## config.mk

```make
export PLATFORM = sky130hd
export DESIGN_NAME = audio_tone_sequencer
export DESIGN_NICKNAME = d
export VERILOG_FILES = /design/src/rtl/audio_pkg.sv /design/src/rtl/tone_square_gen.sv /design/src/rtl/audio_tone_sequencer.sv
export SDC_FILE = /design/constraint.sdc
export NUM_CORES = 1
export LEC_CHECK = 0
export CORE_UTILIZATION = 60
export CTS_CLUSTER_DIAMETER = 150
export CTS_CLUSTER_SIZE = 40
export DETAILED_ROUTE_END_ITERATION = 8
export GPL_ROUTABILITY_DRIVEN = 0
export GPL_TIMING_DRIVEN = 1
export HOLD_SLACK_MARGIN = 0.05
export PLACE_DENSITY = 0.93
export SLEW_MARGIN = 30
export SYNTH_ARGS = -nofsm -noshare
export SYNTH_HDL_FRONTEND = slang
export SYNTH_HIERARCHICAL = 1
export SYNTH_SLANG_ARGS = --single-unit
```

## constraint.sdc

```tcl
create_clock -name clk -period 5.59 [get_ports clk]
set_input_delay 1.3975 -clock clk [delete_from_list [all_inputs] [get_ports clk]]
set_output_delay 1.3975 -clock clk [all_outputs]
set_load 0.01 [all_outputs]
```

## src/rtl/audio_pkg.sv

```systemverilog
// Shared definitions for the tone sequencer: note codes, FSM encoding,
// note frequency table and the half-period helper.
package audio_pkg;

    localparam logic [3:0] NOTE_REST = 4'd0;
    localparam logic [3:0] NOTE_C4   = 4'd1;
    localparam logic [3:0] NOTE_CS4  = 4'd2;
    localparam logic [3:0] NOTE_D4   = 4'd3;
    localparam logic [3:0] NOTE_DS4  = 4'd4;
    localparam logic [3:0] NOTE_E4   = 4'd5;
    localparam logic [3:0] NOTE_F4   = 4'd6;
    localparam logic [3:0] NOTE_FS4  = 4'd7;
    localparam logic [3:0] NOTE_G4   = 4'd8;
    localparam logic [3:0] NOTE_GS4  = 4'd9;
    localparam logic [3:0] NOTE_A4   = 4'd10;
    localparam logic [3:0] NOTE_AS4  = 4'd11;
    localparam logic [3:0] NOTE_B4   = 4'd12;

    // Wide enough for C4 at 40 MHz (76335 cycles)
    localparam int PHASE_W = 18;

    typedef enum logic [1:0] {
        ST_IDLE = 2'd0,
        ST_NOTE = 2'd1,
        ST_GAP  = 2'd2
    } seq_state_t;

    // Frequencies in Hz, entry 0 = C4 .. entry 11 = B4
    localparam int NOTE_FREQ [12] = '{262, 277, 294, 311, 330, 349,
                                      370, 392, 415, 440, 466, 494};

    function automatic logic is_tone(input logic [3:0] code);
        return (code >= NOTE_C4) && (code <= NOTE_B4);
    endfunction

    // Clock cycles per half wave; rests get 1 so a reload never underflows
    function automatic logic [PHASE_W-1:0] half_period(input logic [3:0] code,
                                                       input int clk_hz);
        int idx;
        idx = int'(code) - 1;
        if (is_tone(code))
            return PHASE_W'(clk_hz / (2 * NOTE_FREQ[idx]));
        else
            return PHASE_W'(1);
    endfunction

endpackage

```

## src/rtl/tone_square_gen.sv

```systemverilog
// Square-wave generator: phase counter reloads every half period and
// toggles the wave bit; holds while disabled (rests, gaps, idle).
module tone_square_gen
    import audio_pkg::*;
(
    input  logic               clk,
    input  logic               rst,
    input  logic               i_load,
    input  logic               i_enable,
    input  logic [PHASE_W-1:0] i_hp,
    output logic               o_wave
);

    logic [PHASE_W-1:0] r_phase;
    logic               r_wave;

    // Load starts a note on the high half; otherwise count down and toggle
    always_ff @(posedge clk or posedge rst) begin
        if (rst) begin
            r_phase <= '0;
            r_wave  <= 1'b0;
        end else if (i_load) begin
            r_phase <= i_hp - 1'b1;
            r_wave  <= 1'b1;
        end else if (i_enable) begin
            if (r_phase == '0) begin
                r_phase <= i_hp - 1'b1;
                r_wave  <= ~r_wave;
            end else begin
                r_phase <= r_phase - 1'b1;
            end
        end
    end

    assign o_wave = r_wave;

endmodule

```

## src/rtl/audio_tone_sequencer.sv

```systemverilog
// Plays up to 8 programmed notes as square-wave PCM, updating the sample
// only on serialiser frame boundaries (audio_ws rising edge).
// Optional macro TONE_SEQ_VOLUME_EN adds a 2-bit vol input that shifts
// the amplitude right arithmetically.
module audio_tone_sequencer
    import audio_pkg::*;
#(
    parameter int          CLK_HZ          = 40_000_000,
    parameter int          NOTE_DUR_CYCLES = 10_000_000,
    parameter int          GAP_CYCLES      = 400_000,
    parameter logic [15:0] AMPLITUDE       = 16'h4000
) (
    input  logic        clk,
    input  logic        rst,
    input  logic        audio_ws,
    input  logic        wr_en,
    input  logic [2:0]  wr_addr,
    input  logic [3:0]  wr_note,
    input  logic [2:0]  seq_last,
    input  logic        loop,
    input  logic        start,
    input  logic        stop,
`ifdef TONE_SEQ_VOLUME_EN
    input  logic [1:0]  vol,
`endif
    output logic [15:0] audio_left,
    output logic [15:0] audio_right,
    output logic        busy,
    output logic [2:0]  note_idx,
    output logic        done
);

    localparam int DUR_W = (NOTE_DUR_CYCLES > 1) ? $clog2(NOTE_DUR_CYCLES) : 1;
    localparam int GAP_W = (GAP_CYCLES > 1) ? $clog2(GAP_CYCLES) : 1;
    localparam logic [DUR_W-1:0] DUR_MAX = DUR_W'(NOTE_DUR_CYCLES - 1);
    localparam logic [GAP_W-1:0] GAP_MAX = GAP_W'(GAP_CYCLES - 1);

    seq_state_t         r_state, w_state_nxt;
    logic [3:0]         r_tab [8];
    logic [2:0]         r_idx;
    logic [3:0]         r_note;
    logic [DUR_W-1:0]   r_dur;
    logic [GAP_W-1:0]   r_gap;
    logic               r_ws_q;
    logic [15:0]        r_audio;
    logic               r_done;

    logic               w_load;
    logic [2:0]         w_load_idx;
    logic               w_done_nxt;
    logic               w_wave;
    logic               w_tone;
    logic [PHASE_W-1:0] w_hp;
    logic [PHASE_W-1:0] w_hp_tab [16];
    logic [15:0]        w_amp;
    logic [15:0]        w_target;

    // Half periods are elaboration-time constants per note code
    for (genvar c = 0; c < 16; c++) begin : g_hp
        assign w_hp_tab[c] = half_period(4'(c), CLK_HZ);
    end

    // State register
    always_ff @(posedge clk or posedge rst) begin
        if (rst) r_state <= ST_IDLE;
        else     r_state <= w_state_nxt;
    end

    // Next state; stop beats everything, including a same-cycle start
    always_comb begin
        w_state_nxt = r_state;
        w_load      = 1'b0;
        w_load_idx  = r_idx;
        w_done_nxt  = 1'b0;
        if (stop) begin
            w_state_nxt = ST_IDLE;
        end else begin
            case (r_state)
                ST_IDLE: if (start) begin
                    w_state_nxt = ST_NOTE;
                    w_load      = 1'b1;
                    w_load_idx  = 3'd0;
                end
                ST_NOTE: if (r_dur == '0) w_state_nxt = ST_GAP;
                ST_GAP: if (r_gap == '0) begin
                    if (r_idx < seq_last) begin
                        w_state_nxt = ST_NOTE;
                        w_load      = 1'b1;
                        w_load_idx  = r_idx + 3'd1;
                    end else if (loop) begin
                        w_state_nxt = ST_NOTE;
                        w_load      = 1'b1;
                        w_load_idx  = 3'd0;
                    end else begin
                        w_state_nxt = ST_IDLE;
                        w_done_nxt  = 1'b1;
                    end
                end
                default: w_state_nxt = ST_IDLE;
            endcase
        end
    end

    // Note table, note load and duration/gap counters
    always_ff @(posedge clk or posedge rst) begin
        if (rst) begin
            for (int i = 0; i < 8; i++) r_tab[i] <= NOTE_REST;
            r_idx  <= '0;
            r_note <= NOTE_REST;
            r_dur  <= '0;
            r_gap  <= '0;
            r_done <= 1'b0;
        end else begin
            if (wr_en) r_tab[wr_addr] <= wr_note;
            r_done <= w_done_nxt;
            if (w_load) begin
                r_idx  <= w_load_idx;
                r_note <= r_tab[w_load_idx];
                r_dur  <= DUR_MAX;
            end else if (r_state == ST_NOTE) begin
                r_dur <= r_dur - 1'b1;
                if (r_dur == '0) r_gap <= GAP_MAX;
            end else if (r_state == ST_GAP) begin
                r_gap <= r_gap - 1'b1;
            end
        end
    end

    assign w_tone = is_tone(r_note);
    // On a load the table entry being loaded supplies the period
    assign w_hp   = w_load ? w_hp_tab[r_tab[w_load_idx]] : w_hp_tab[r_note];

    tone_square_gen u_sq (
        .clk      (clk),
        .rst      (rst),
        .i_load   (w_load),
        .i_enable ((r_state == ST_NOTE) && w_tone),
        .i_hp     (w_hp),
        .o_wave   (w_wave)
    );

`ifdef TONE_SEQ_VOLUME_EN
    assign w_amp = 16'($signed(AMPLITUDE) >>> vol);
`else
    assign w_amp = AMPLITUDE;
`endif

    assign w_target = ((r_state == ST_NOTE) && w_tone)
                      ? (w_wave ? w_amp : 16'(16'd0 - w_amp))
                      : 16'd0;

    // Sample register updates only on a word-select rising edge
    always_ff @(posedge clk or posedge rst) begin
        if (rst) begin
            r_ws_q  <= 1'b0;
            r_audio <= '0;
        end else begin
            r_ws_q <= audio_ws;
            if (audio_ws && !r_ws_q) r_audio <= w_target;
        end
    end

    assign audio_left  = r_audio;
    assign audio_right = r_audio;
    assign busy        = (r_state != ST_IDLE);
    assign note_idx    = r_idx;
    assign done        = r_done;

endmodule
```

==> metrics.txt <==
status=finished with violations; violated checks=design-rule violations; Period minus WS final=5480 ps; Register-to-Register Path Depth=20; Detail Placement HPWL=between 10000 and 15000 um; initial antenna violation count=0; routed wire length=roughly 19000 um; Tot Pwr=3830 uW; worst setup margin=between 100 and 150 ps; sequential power share=0.326; Worst IR Drop VDD=0.337 mV; initial core utilization=0.628; adder and majority gate portion of the synthesized area=0.0446; diode count=0; Peak Freq=183 MHz; Slew @ Worst Pin=912 ps; Hold Path End=audio_left[14]$_DFFE_PP0P_; Avg Cell Area, Syn=between 9 and 10 sq um; drt drc=2; Area Growth Syn to Fin=19.2%; CTS tree=built; Comb pwr share=0.504; Port-buffer cells=25; share of layout cells above drive strength 1=0.220; nature of the critical path endpoint=flop; flip-flop and latch count after synthesis=107; most common cell after layout, fill and taps aside=dfrtp_1; pwr/cell area=about 440 nW/um^2; crit-path max FO=6; reg-to-reg critical path startpoint=r_gap[0]$_DFFE_PP0P_; clock-pin slew on the worst setup and hold paths=60 ps; drt first pass iters=9; crit path kind=input pin to flop; HP Start=audio_left[14]$_DFFE_PP0P_; r2r endpoint=u_sq/r_phase[11]$_DFFE_PP0P_; Final ANT Viol Nets=0; largest family of logic cells by synthesized area=simple AND/OR/NAND/NOR gates; worst min path class=flop to flop; reg2reg setup slack=about 710 ps; Yosys warnings=6; die area=approximately 13000 sq um; number of synthesized flops with an enable pin=0; max-cap viol count=0; Main synth FF type=dfrtp_1; Slew headroom=0.388; sw power=1640 uW; Min-Delay Path Depth=2; WL per Instance=around 18 um; Core ar.=11600 sq um; CTS Hold Bufs=0; CP Launch Type=input pin; DP Cell Count=roughly 1000; vias in the first global route=between 6000 and 7000; sw frac=0.428; Post-Synth XOR/XNOR Area=0.0540; slowest CP cell=clkdlybuf4s50_1; first-pass GRT wire length=29900 um; drt initial violations=between 700 and 800; Final Non-Filler Cells=between 1000 and 1500; Layout Utilization=0.749; die height=112 um; CP arrival=~5700 ps; global route total overflow=0; cts bufs inserted=9; post-synth cell types=81; Int Pwr=2190 uW; pre-CTS setup slack=-475 ps; Final setup viols=0; CP Cell Sequence=clkdlybuf4s50_1 -> inv_1 -> ha_4 -> nand2_4 -> o211ai_1 -> nor4_2 -> buf_4 -> a211oi_4 -> buf_4 -> buf_2 -> a21oi_1 -> a32oi_2 -> o32ai_4 -> clkbuf_16 -> buf_4 -> nand2_1 -> o21ai_0 -> a221o_1 -> or3_4 -> or3_4 -> xor2_1 -> o31ai_1; largest net degree at the start of global routing=between 40 and 50; H-tree levels=3; row count=39; # IOs=54; Synth Area in Simple Gates=0.220; Worst path most repeated cell=buf_4; compound-gate portion of the synthesized area=0.160; most frequent cells in the layout=107 x dfrtp_1, 74 x buf_4, 68 x nand2_1; clk root buf=clkbuf_16; vias per cell=6.40; final-report hold violation count=0; WP data required=5840 ps; mapped cell area=approximately 7300 sq um; fin. max-slew vios=0; Mapped Cells=approximately 800; multiplexer share of the synthesized area=0.0837; post-layout net count=a little over 900; clock skew=around 14 ps; Lkg Pwr=approximately 0.0035 uW; clk buf depth=2; clk_lat worst skew=~360 ps; Post-synth ARST share=1.00; DR vias=~6600; final period utilization=0.980; clock sink total=107; sequential area share after synthesis=0.367; max incr delay on CP=about 450 ps; total track usage=0.294; Horiz. Die Dim=about 110 um; share of power burned in the clock network=0.170
through the flow:
stage | TNS (ps) | hold slack, ps | cell area, sq um
floorplan | 0 | 453 | 7400
global placement | -1130 | 467 | 8030
detailed placement | -3440 | 491 | 8030
CTS | 0 | 506 | 8350
global route | -123 | 520 | 8700
finish | 0 | 507 | 8700
worst max-delay path: cells and delay by family:
family | cells | cell delay, ps
xor gates and xnor gates | 1 | 140
AOI/OAI and AO/OA | 8 | 1620
and+or+nand+nor | 5 | 980
adders and majority gates | 1 | 270
buffers and inverters | 7 | 1310
synth_stat cells (all sizes together) (5+ instances only):
| master | number | share of area |
|---|---|---|
| xor2 | 17 | 0.020 |
| and2 | 7 | 0.0060 |
| a311oi | 5 | 0.0060 |
| a31oi | 5 | 0.0051 |
| mux2 | 34 | 0.052 |
| or3 | 19 | 0.017 |
| inv | 39 | 0.020 |
| nand3 | 30 | 0.021 |
| nor2 | 61 | 0.033 |
| a21oi | 28 | 0.019 |
| clkbuf | 19 | 0.0098 |
| ha | 26 | 0.045 |
| nor4 | 26 | 0.029 |
| dfrtp | 107 | 0.37 |
| a22oi | 9 | 0.0093 |
| o21ai | 53 | 0.036 |
| a211oi | 6 | 0.0069 |
| or4 | 12 | 0.014 |
| nor3 | 36 | 0.025 |
| nand2b | 9 | 0.0077 |
| nand2 | 70 | 0.036 |
| o31ai | 6 | 0.0081 |
| o311ai | 5 | 0.0060 |
| buf | 39 | 0.039 |
| mux2i | 22 | 0.031 |
| o211ai | 11 | 0.012 |
| xnor2 | 28 | 0.034 |
| nand4 | 7 | 0.0060 |
final cells by class:
type | count | area [sq um]
fillers | 725 | 2920
flip-flops and latches | 107 | 2680
repair buffers | 107 | 926
multi-input cells | 626 | 4450
well taps | 143 | 179
clock inverters | 7 | 73.8
inverters | 40 | 161
clock buffers | 9 | 225
what timing repair did:
action / CTS / global route
hold endpoints to repair: 0 / 0
cloned: 0 / 2
setup buffers: 0 / 11
pin swaps: 0 / 24
resized for setup: 3 / 55
endpoints found under the setup margin: 1 / 15
cells by family after synthesis:
| group | count (synthesis) |
|---|---|
| AOI/OAI and AO/OA | 168 |
| xor gates and xnor gates | 45 |
| adders and majority gates | 26 |
| buffers and inverters | 98 |
| DFF | 107 |
| muxes | 56 |
| other | 1 |
| and+or+nand+nor | 302 |
registers in the layout, summed over array words and instances (netlist names):
signal	flops
r_tab	32
r_dur	24
r_gap	19
u_sq/r_phase	18
r_note	4
note_idx	3
audio_left	2
r_state	2
done	1
r_ws_q	1
u_sq/o_wave	1
per-layer routing:
metal	vias up	GRT usage	wire length [um]
li1	3066	-	-
met1	3227	0.371	7640
met2	307	0.507	9880
met3	49	0.0567	1080
met4	0	0.101	460
met5	-	0	0
worst max-delay path by stage:
stage,from,to,slack [ps],depth (start not counted)
after floorplan,seq_last[2],u_sq/r_phase[15]$_DFFE_PP0P_,20,19
after global placement,seq_last[2],u_sq/r_phase[17]$_DFFE_PP0P_,-210,22
after detailed placement,seq_last[2],u_sq/r_phase[17]$_DFFE_PP0P_,-470,23
after CTS,seq_last[2],u_sq/r_phase[17]$_DFFE_PP0P_,70,21
after global routing,seq_last[1],u_sq/r_phase[8]$_DFFE_PP0P_,-80,25
final,seq_last[1],u_sq/r_phase[11]$_DFFE_PP0P_,110,22
power by group through the flow:
| stage | logic [uW] | registers [uW] | clock network [uW] |
|---|---|---|---|
| after CTS | 1770 | 1230 | 662 |
| after floorplan | 1240 | 1130 | 0 |
| after global routing | 2110 | 1280 | 694 |
| final | 1930 | 1250 | 650 |
| after detailed placement | 1750 | 1240 | 0 |
| after global placement | 1690 | 1230 | 0 |
Power figures use the tool's default switching activity.
